===== config.mk =====
export PLATFORM = sky130hd
export DESIGN_NAME = measure_ctrl_flat
export DESIGN_NICKNAME = d
export VERILOG_FILES = /design/src/rtl/measure_ctrl_if.sv /design/src/rtl/measure_ctrl.sv /design/src/flat_wrapper.sv
export SDC_FILE = /design/constraint.sdc
export NUM_CORES = 1
export LEC_CHECK = 0
export CORE_MARGIN = 1.5
export CORE_UTILIZATION = 39
export DETAILED_ROUTE_END_ITERATION = 8
export HOLD_SLACK_MARGIN = 0.12
export PLACE_DENSITY = 0.73
export SYNTH_ARGS = -nofsm -noshare
export SYNTH_HDL_FRONTEND = slang
export SYNTH_SLANG_ARGS = --single-unit

===== constraint.sdc =====
create_clock -name clk -period 1.15 [get_ports clk]
set_input_delay 0.1725 -clock clk [delete_from_list [all_inputs] [get_ports clk]]
set_output_delay 0.1725 -clock clk [all_outputs]
set_load 0.005 [all_outputs]

===== src/rtl/measure_ctrl_if.sv =====
// rtl/measure_ctrl_if.sv - signal bundle between the measurement sequencer and its counter/host
//
// Purpose: groups the start/stop requests, the counter readback and control,
// and the latched measurement results into one interface.
// Modports:
//   slave  - the sequencer side (measure_ctrl): takes requests and counter
//            value, drives counter control and results.
//   master - the environment side: drives requests and counter value,
//            observes counter control and results.
// Signals:
//   start, stop        level requests; rising edges are acted on
//   cnt_base[6:0]      counter base value, 0..99
//   cnt_exponent[3:0]  counter exponent value
//   cnt_rst, cnt_en    counter clear pulse and count enable
//   result_base[6:0]   latched base of the last measurement
//   result_exponent    latched exponent of the last measurement
//   busy, done         sequencer activity and one-cycle completion pulse
//   overflow           last measurement reached full scale

interface measure_ctrl_if;
  logic       start;
  logic       stop;
  logic [6:0] cnt_base;
  logic [3:0] cnt_exponent;
  logic       cnt_rst;
  logic       cnt_en;
  logic [6:0] result_base;
  logic [3:0] result_exponent;
  logic       busy;
  logic       done;
  logic       overflow;

  modport slave (
    input  start,
    input  stop,
    input  cnt_base,
    input  cnt_exponent,
    output cnt_rst,
    output cnt_en,
    output result_base,
    output result_exponent,
    output busy,
    output done,
    output overflow
  );

  modport master (
    output start,
    output stop,
    output cnt_base,
    output cnt_exponent,
    input  cnt_rst,
    input  cnt_en,
    input  result_base,
    input  result_exponent,
    input  busy,
    input  done,
    input  overflow
  );
endinterface


===== src/rtl/measure_ctrl.sv =====
// rtl/measure_ctrl.sv - gated/manual measurement sequencer for a decade counter
//
// Purpose: on a start edge, clears the external counter, enables it for a
// gate period (fixed length, manual stop, or until full scale), then latches
// the counter value and pulses done.
// Ports:
//   clk  - single clock, rising edge
//   rst  - asynchronous active-high reset
//   bus  - measure_ctrl_if.slave (requests, counter readback/control, results)
// Parameters:
//   GATE_CYCLES  - RUN length in clk cycles; 0 selects manual stop
//   MAX_EXPONENT - exponent at which the counter is treated as full

module measure_ctrl #(
  parameter int unsigned GATE_CYCLES  = 0,
  parameter int unsigned MAX_EXPONENT = 9
) (
  input  logic          clk,
  input  logic          rst,
  measure_ctrl_if.slave bus
);

  typedef enum logic [2:0] {
    IDLE  = 3'd0,
    CLEAR = 3'd1,
    RUN   = 3'd2,
    LATCH = 3'd3,
    DONE  = 3'd4
  } state_t;

  localparam bit          GATE_ENABLED = (GATE_CYCLES != 0);
  localparam int unsigned GATE_LAST    = GATE_ENABLED ? GATE_CYCLES - 1 : 0;

  state_t      state_q;
  logic        start_q;
  logic        stop_q;
  logic [31:0] gate_q;
  logic [31:0] gate_d;
  logic        cnt_rst_q;
  logic        cnt_en_q;
  logic        busy_q;
  logic        done_q;
  logic        overflow_q;
  logic [6:0]  result_base_q;
  logic [3:0]  result_exponent_q;

  logic start_edge;
  logic stop_edge;
  logic full_scale;
  logic gate_hit;

  assign start_edge = bus.start & ~start_q;
  assign stop_edge  = bus.stop  & ~stop_q;
  assign full_scale = (bus.cnt_exponent == 4'(MAX_EXPONENT)) && (bus.cnt_base == 7'd99);
  assign gate_hit   = GATE_ENABLED && (gate_q == 32'(GATE_LAST));
  assign gate_d     = gate_q + 32'd1;

  // Outputs are registered alongside the state so each one is a pure
  // function of the state register: no input reaches them combinationally.
  always_ff @(posedge clk or posedge rst) begin
    if (rst) begin
      state_q           <= IDLE;
      // Sampled inputs reset high so a level held through reset is not an edge.
      start_q           <= 1'b1;
      stop_q            <= 1'b1;
      gate_q            <= 32'd0;
      cnt_rst_q         <= 1'b0;
      cnt_en_q          <= 1'b0;
      busy_q            <= 1'b0;
      done_q            <= 1'b0;
      overflow_q        <= 1'b0;
      result_base_q     <= 7'd0;
      result_exponent_q <= 4'd0;
    end else begin
      start_q <= bus.start;
      stop_q  <= bus.stop;

      case (state_q)
        IDLE: begin
          if (start_edge) begin
            state_q    <= CLEAR;
            cnt_rst_q  <= 1'b1;
            busy_q     <= 1'b1;
            overflow_q <= 1'b0;
            gate_q     <= 32'd0;
          end
        end

        CLEAR: begin
          state_q   <= RUN;
          cnt_rst_q <= 1'b0;
          cnt_en_q  <= 1'b1;
        end

        RUN: begin
          gate_q <= gate_d;
          // Full scale wins over stop, stop wins over the gate timer;
          // a start edge here is ignored even if it coincides with stop.
          if (full_scale) begin
            state_q    <= LATCH;
            cnt_en_q   <= 1'b0;
            overflow_q <= 1'b1;
          end else if (stop_edge || gate_hit) begin
            state_q  <= LATCH;
            cnt_en_q <= 1'b0;
          end
        end

        LATCH: begin
          // Counter has been frozen for a cycle, so its value is stable here.
          state_q           <= DONE;
          result_base_q     <= bus.cnt_base;
          result_exponent_q <= bus.cnt_exponent;
          done_q            <= 1'b1;
        end

        DONE: begin
          state_q <= IDLE;
          done_q  <= 1'b0;
          busy_q  <= 1'b0;
        end

        default: begin
          state_q   <= IDLE;
          cnt_rst_q <= 1'b0;
          cnt_en_q  <= 1'b0;
          busy_q    <= 1'b0;
          done_q    <= 1'b0;
        end
      endcase
    end
  end

  assign bus.cnt_rst         = cnt_rst_q;
  assign bus.cnt_en          = cnt_en_q;
  assign bus.busy            = busy_q;
  assign bus.done            = done_q;
  assign bus.overflow        = overflow_q;
  assign bus.result_base     = result_base_q;
  assign bus.result_exponent = result_exponent_q;

endmodule


===== src/flat_wrapper.sv =====
// flat-port wrapper written by rule: the top's interface ports become plain ports
module measure_ctrl_flat 
#(
  parameter int unsigned GATE_CYCLES  = 0,
  parameter int unsigned MAX_EXPONENT = 9
)
  (clk, rst, bus_start, bus_stop, bus_cnt_base, bus_cnt_exponent, bus_cnt_rst, bus_cnt_en, bus_result_base, bus_result_exponent, bus_busy, bus_done, bus_overflow);
  measure_ctrl_if bus_i ();
  input  logic clk;
  input  logic rst;
  input wire logic [$bits(bus_i.start)-1:0] bus_start;
  input wire logic [$bits(bus_i.stop)-1:0] bus_stop;
  input wire logic [$bits(bus_i.cnt_base)-1:0] bus_cnt_base;
  input wire logic [$bits(bus_i.cnt_exponent)-1:0] bus_cnt_exponent;
  output wire logic [$bits(bus_i.cnt_rst)-1:0] bus_cnt_rst;
  output wire logic [$bits(bus_i.cnt_en)-1:0] bus_cnt_en;
  output wire logic [$bits(bus_i.result_base)-1:0] bus_result_base;
  output wire logic [$bits(bus_i.result_exponent)-1:0] bus_result_exponent;
  output wire logic [$bits(bus_i.busy)-1:0] bus_busy;
  output wire logic [$bits(bus_i.done)-1:0] bus_done;
  output wire logic [$bits(bus_i.overflow)-1:0] bus_overflow;
  assign bus_i.start = bus_start;
  assign bus_i.stop = bus_stop;
  assign bus_i.cnt_base = bus_cnt_base;
  assign bus_i.cnt_exponent = bus_cnt_exponent;
  assign bus_cnt_rst = bus_i.cnt_rst;
  assign bus_cnt_en = bus_i.cnt_en;
  assign bus_result_base = bus_i.result_base;
  assign bus_result_exponent = bus_i.result_exponent;
  assign bus_busy = bus_i.busy;
  assign bus_done = bus_i.done;
  assign bus_overflow = bus_i.overflow;
  measure_ctrl #(.GATE_CYCLES(GATE_CYCLES), .MAX_EXPONENT(MAX_EXPONENT)) u_core (.clk(clk), .rst(rst), .bus(bus_i));
endmodule

After elaboration in Yosys (flattened, before gate mapping) --
Index checks and enable logic that the tools add are counted.
Word-level totals: flip-flop bits (word level) 21, input bits 15
Operators by class: equal/unequal tests 9, muxes and demuxes 14, reductions and logical operators 12, bitwise operators 7
Operators with widths (count):
- 3-bit case mux with 4 select lines | 1
- 3-bit OR reduction | 4
- 3-bit two-way mux | 3
- 1-bit case mux with 2 select lines | 4
- 2-bit AND reduction | 4
- 7-bit == test (second input constant) | 1
- 3-bit by 2-bit == test with 1-bit output (second input constant) | 2
- 1-bit two-way mux | 5
- 1-bit inverter | 5
- 4-bit == test (second input constant) | 1
- 2-bit by 1-bit inequality test with 1-bit output (second input constant) | 2
- 3-bit by 1-bit == test with 1-bit output (second input constant) | 1
- 3-bit == test (second input constant) | 1
- 3-bit logical NOT | 1
- 3-bit by 1-bit inequality test with 1-bit output (second input constant) | 1
- 1-bit case mux with 3 select lines | 1
- 3-bit AND reduction | 1
- 1-bit AND | 2
- 2-bit nonzero test | 1
- 1-bit logical AND | 1

Logic depth before layout (Yosys ltp) --
word-level depth 5, gate-level depth with buffers 4, mapped depth without buffers 3

Least setup slack after synthesis --
OpenSTA, ideal clock, no wires.
path type register to register, start register u_core.state_q[2], end register u_core.result_base_q[0], in the netlist u_core.bus.result_base[0], arrival time 1074 ps, period minus slack after synthesis 1199 ps, setup time 125 ps, stages on the path, launching flop included 5, buffers on the path 1, path slack -49 ps, path through dfrtp_1 > nor2b_4 > nand2_4 > buf_6 > mux2_4
Between the ends: longest elaborated chain between the ends 1
Ends and longest elaborated chain:
- from (decl) | RTL line measure_ctrl.sv:34 | state_t state_q;
- from (signal assigned) | RTL line measure_ctrl.sv:62 | state_q <= IDLE;
- from (signal assigned) | RTL line measure_ctrl.sv:81 | state_q <= CLEAR;
- from (signal assigned) | RTL line measure_ctrl.sv:90 | state_q <= RUN;
- 3-bit by 2-bit == test with 1-bit output | RTL line measure_ctrl.sv:78 | case (state_q)
- to (signal assigned) | RTL line measure_ctrl.sv:112 | result_base_q <= bus.cnt_base;
- to (decl) | RTL line measure_ctrl.sv:44 | logic [6:0] result_base_q;
Every way passes these cells. A chain may end at the register's enable or synchronous reset.

Final worst setup path --
start register u_core.state_q[2], end register u_core.result_base_q[2], in the netlist u_core.bus.result_base[2]
Same word-level chain as after synthesis.

==> results.md <==
* Initial antenna violation count at 0
* Count of pins over their slew limit at 0
* Max Fanout on Critical Path at 6
* CTS tree: done
* Leak at about 0.71 nW
* Clock-pin slew on the worst setup and hold paths at about 0.12 ns
* Unrepaired setup endpoints after global routing: true
* Inserted Clock Buffers at 3
* Critical path class: register to register
* Via count at between 700 and 800
* WHS at about 0.15 ns
* Die Width at 51.0 µm
* Clock Latency Late Sink at 0.31 ns
* Yosys warns at 0
* DIE HEIGHT at between 50 and 60 µm
* Clock power frac at around a tenth
* Final GP Congestion at between 0.7 and 0.8
* Yosys reg bits at 21
* Setup crit start kind: register
* Detailed Route WL at 2.03 mm
* Combinational share of power at ~52%
* Vias in the first global route at 698
* Post-Synth Adder-Cell Area at 0%
* Internal cell power at 2.38 mW
* Row count at 17
* Status: finished, violations left
* Synth Instances at 64
* Max Fclk at 821 MHz
* Simple-Gate Fraction of Synth Area at 11.6%
* Pre-CTS setup slack at -0.386 ns
* First-pass GRT wire length at 3.09 mm
* Initial Utilization at 41.0%
* Core area at 2190 µm²
* Final Hold Fails at 0
* Leading area contributor after synthesis: dfrtp_1
* Mapped Area at 898 µm²
* Sw Share at 31.4%
* Peak VDD IR at 1390 µV
* H-tree levels at 1
* Remaining Overflow, GRT at 0
* ANT nets after route at 0
* Hold_buf cts at 0
* Setup violations, final at 11
* Clk Tree Root Cell: clkbuf_4
* 1st-iter DRT viols at 7
* Critical path capture point type: register
* Sequential share of the synthesized area at about three fifths
* Arrival @ worst endpoint at 1.42 ns
* Residual DRC at 0
* XOR/XNOR Fraction of Synth Area at less than 1%
* # diodes at 0
* Post-DR wirelength/cell at roughly 14 µm
* Clock sinks at 21
* Main combinational cell family by area after synthesis: multiplexers
* Tot Pwr at 3.47 mW
* Clock Tree Buf Depth at 2
* Worst-Margin Slew at about 0.24 ns
* Pwr/cell area at 2360 nW/µm²
* Yosys top cell area share at a little over half
* Die area at 2600 µm²
* Synthesis-to-layout area growth at 63.6%
* Critical Path RT at 1.36 ns
* Post-synthesis average cell area at 14.0 µm²
* Seq pwr share at 37.5%
* Area fraction in compound gates after synthesis at 7.38%
* Mux cell area share after synthesis at 17.1%
* Final Util at approximately two thirds
* Failing checks: negative setup slack
* Max-Slew Margin vs Limit at 83.8%
* Setup Skew at about 0.0073 ns
* Port-buffer cells at 30
* HP Class: input port to register
* Final period util at 106%
* Fin crit period at 1.22 ns
* Largest cells by area after synthesis: dfrtp_1 53%, mux2_4 13%, dfstp_2 5.8%, mux2_2 3.8%, buf_6 2.5%
* Share of layout cells above drive strength 1 at 41.3%
* Router iterations before antenna repair at 5
* Cell variety after synth at 25
* Setup WS post-layout at -0.0685 ns
* DP Wirelength at ~1.3 mm
* Nets at 137
* Setup TNS at -0.584 ns
* Via-to-Cell Ratio at 4.87
* Tot GR Track Use at roughly 16%
* P_sw at 1.09 mW
* I/O pin total at 31
* # Max-Cap Violations at 0
* Post-Syn Nets at a little under 80
* Largest net degree at the start of global routing at 22
[flip-flops by register name (all words and copies together) (netlist names)]
signal	count
u_core.bus.cnt_en	1
u_core.start_q	1
u_core.state_q	3
u_core.bus.result_exponent	4
u_core.bus.result_base	7
u_core.bus.cnt_rst	1
u_core.bus.done	1
u_core.bus.busy	1
u_core.bus.overflow	1
u_core.stop_q	1
[critical path, cell delays in order, from the launching register on]
cell and delay (ns):
dfrtp_1 0.43, nor2b_4 0.25, nand2_4 0.13, mux2_4 0.31
[layer usage]
layer,global-route usage (%),routed length [µm],vias up
li1,-,-,337
met1,19.8,887,356
met2,27.1,999,31
met3,3.51,128,2
met4,5.41,17,0
met5,0,0,-
[layout make-up]
type / count / area, µm²
clock buffers: 3 / 22.5
multi-input cells: 38 / 369
flip-flops and latches: 21 / 529
well taps: 28 / 35.0
repair buffers: 54 / 494
inverters: 4 / 15.0
clock inverters: 1 / 5.00
fillers: 180 / 721
[cells in the mapped netlist]
master / count
nor2b_4: 1
xnor2_1: 1
nor2_1: 5
inv_1: 4
a21oi_1: 1
o221ai_1: 1
nor4bb_1: 1
nand3_1: 1
o21ai_0: 3
a22oi_1: 1
nand2_4: 1
buf_6: 2
mux2_2: 3
a2bb2oi_1: 1
nand2b_1: 1
mux2_4: 8
dfstp_2: 2
nor2b_1: 1
and4_1: 1
o221a_2: 1
nand4_1: 1
and4b_1: 1
nand2_1: 2
a21bo_2: 1
dfrtp_1: 19
[path summary, 6_finish.rpt]
| check | from | endpoint | slack [ns] | depth (start not counted) |
|---|---|---|---|---|
| max | u_core.state_q[2] | u_core.bus.result_base[2] | -0.07 | 3 |
| min | bus_cnt_base[0] | u_core.bus.result_base[0] | 0.15 | 2 |
| max reg2reg | u_core.state_q[2] | u_core.bus.result_base[2] | -0.07 | 3 |
| min reg2reg | u_core.bus.result_exponent[2] | u_core.bus.result_exponent[2] | 0.52 | 1 |
| max in group asynchronous | rst | u_core.stop_q | 0.76 | 3 |
| min in group asynchronous | rst | u_core.bus.result_base[4] | 0.17 | 3 |
[timing repair]
action	CTS	global route
setup endpoints to repair	30	26
resized for setup	24	14
gates cloned	0	1
pin swaps	3	4
buffers inserted	8	6
[cells by family after synthesis]
group,after synthesis
and+or+nand+nor,16
DFF,21
AOI/OAI and AO/OA,9
xor gates and xnor gates,1
buffers and inverters,6
muxes,11
[power by group through the flow]
| stage | combinational [mW] | sequential [mW] | clock, mW |
|---|---|---|---|
| 2_1_floorplan | 0.788 | 1.28 | 0 |
| 3_3_place_gp | 1.53 | 1.28 | 0 |
| 3_5_place_dp | 1.55 | 1.28 | 0 |
| 4_1_cts | 1.60 | 1.27 | 0.368 |
| 5_1_grt | 1.96 | 1.34 | 0.395 |
| 6_report | 1.82 | 1.30 | 0.353 |
[through the flow]
| stage | cells | area (µm²) |
|---|---|---|
| after floorplan | 64 | 902 |
| after global placement | 130 | 1300 |
| after detailed placement | 130 | 1300 |
| after CTS | 142 | 1390 |
| after global routing | 149 | 1470 |
| final | 149 | 1470 |
[cell usage in the layout, fill, tap and decap left out]
cell	count
nor2b_4	1
o221a_2	1
and4b_1	1
o21ai_0	3
dlygate4sd2_1	1
nand2_1	2
nor2b_1	1
nor2_4	1
dfstp_2	2
a21oi_1	1
clkdlybuf4s50_1	13
mux2_4	8
dfrtp_2	1
nor4bb_2	1
a21bo_2	1
dlymetal6s2s_1	1
inv_1	4
clkinv_2	1
nand2_8	1
a22oi_1	1
nand4_1	1
nor2_1	3
mux2_2	3
clkbuf_4	3
nand3_1	1
o221ai_1	1
buf_12	1
buf_4	23
and4_1	1
dfrtp_1	18
a2bb2oi_1	1
nor2_2	1
clkdlybuf4s15_1	15
nand2_4	1
xnor2_1	1
nand2b_1	1
No activity file was read; power rests on OpenSTA's default activity.
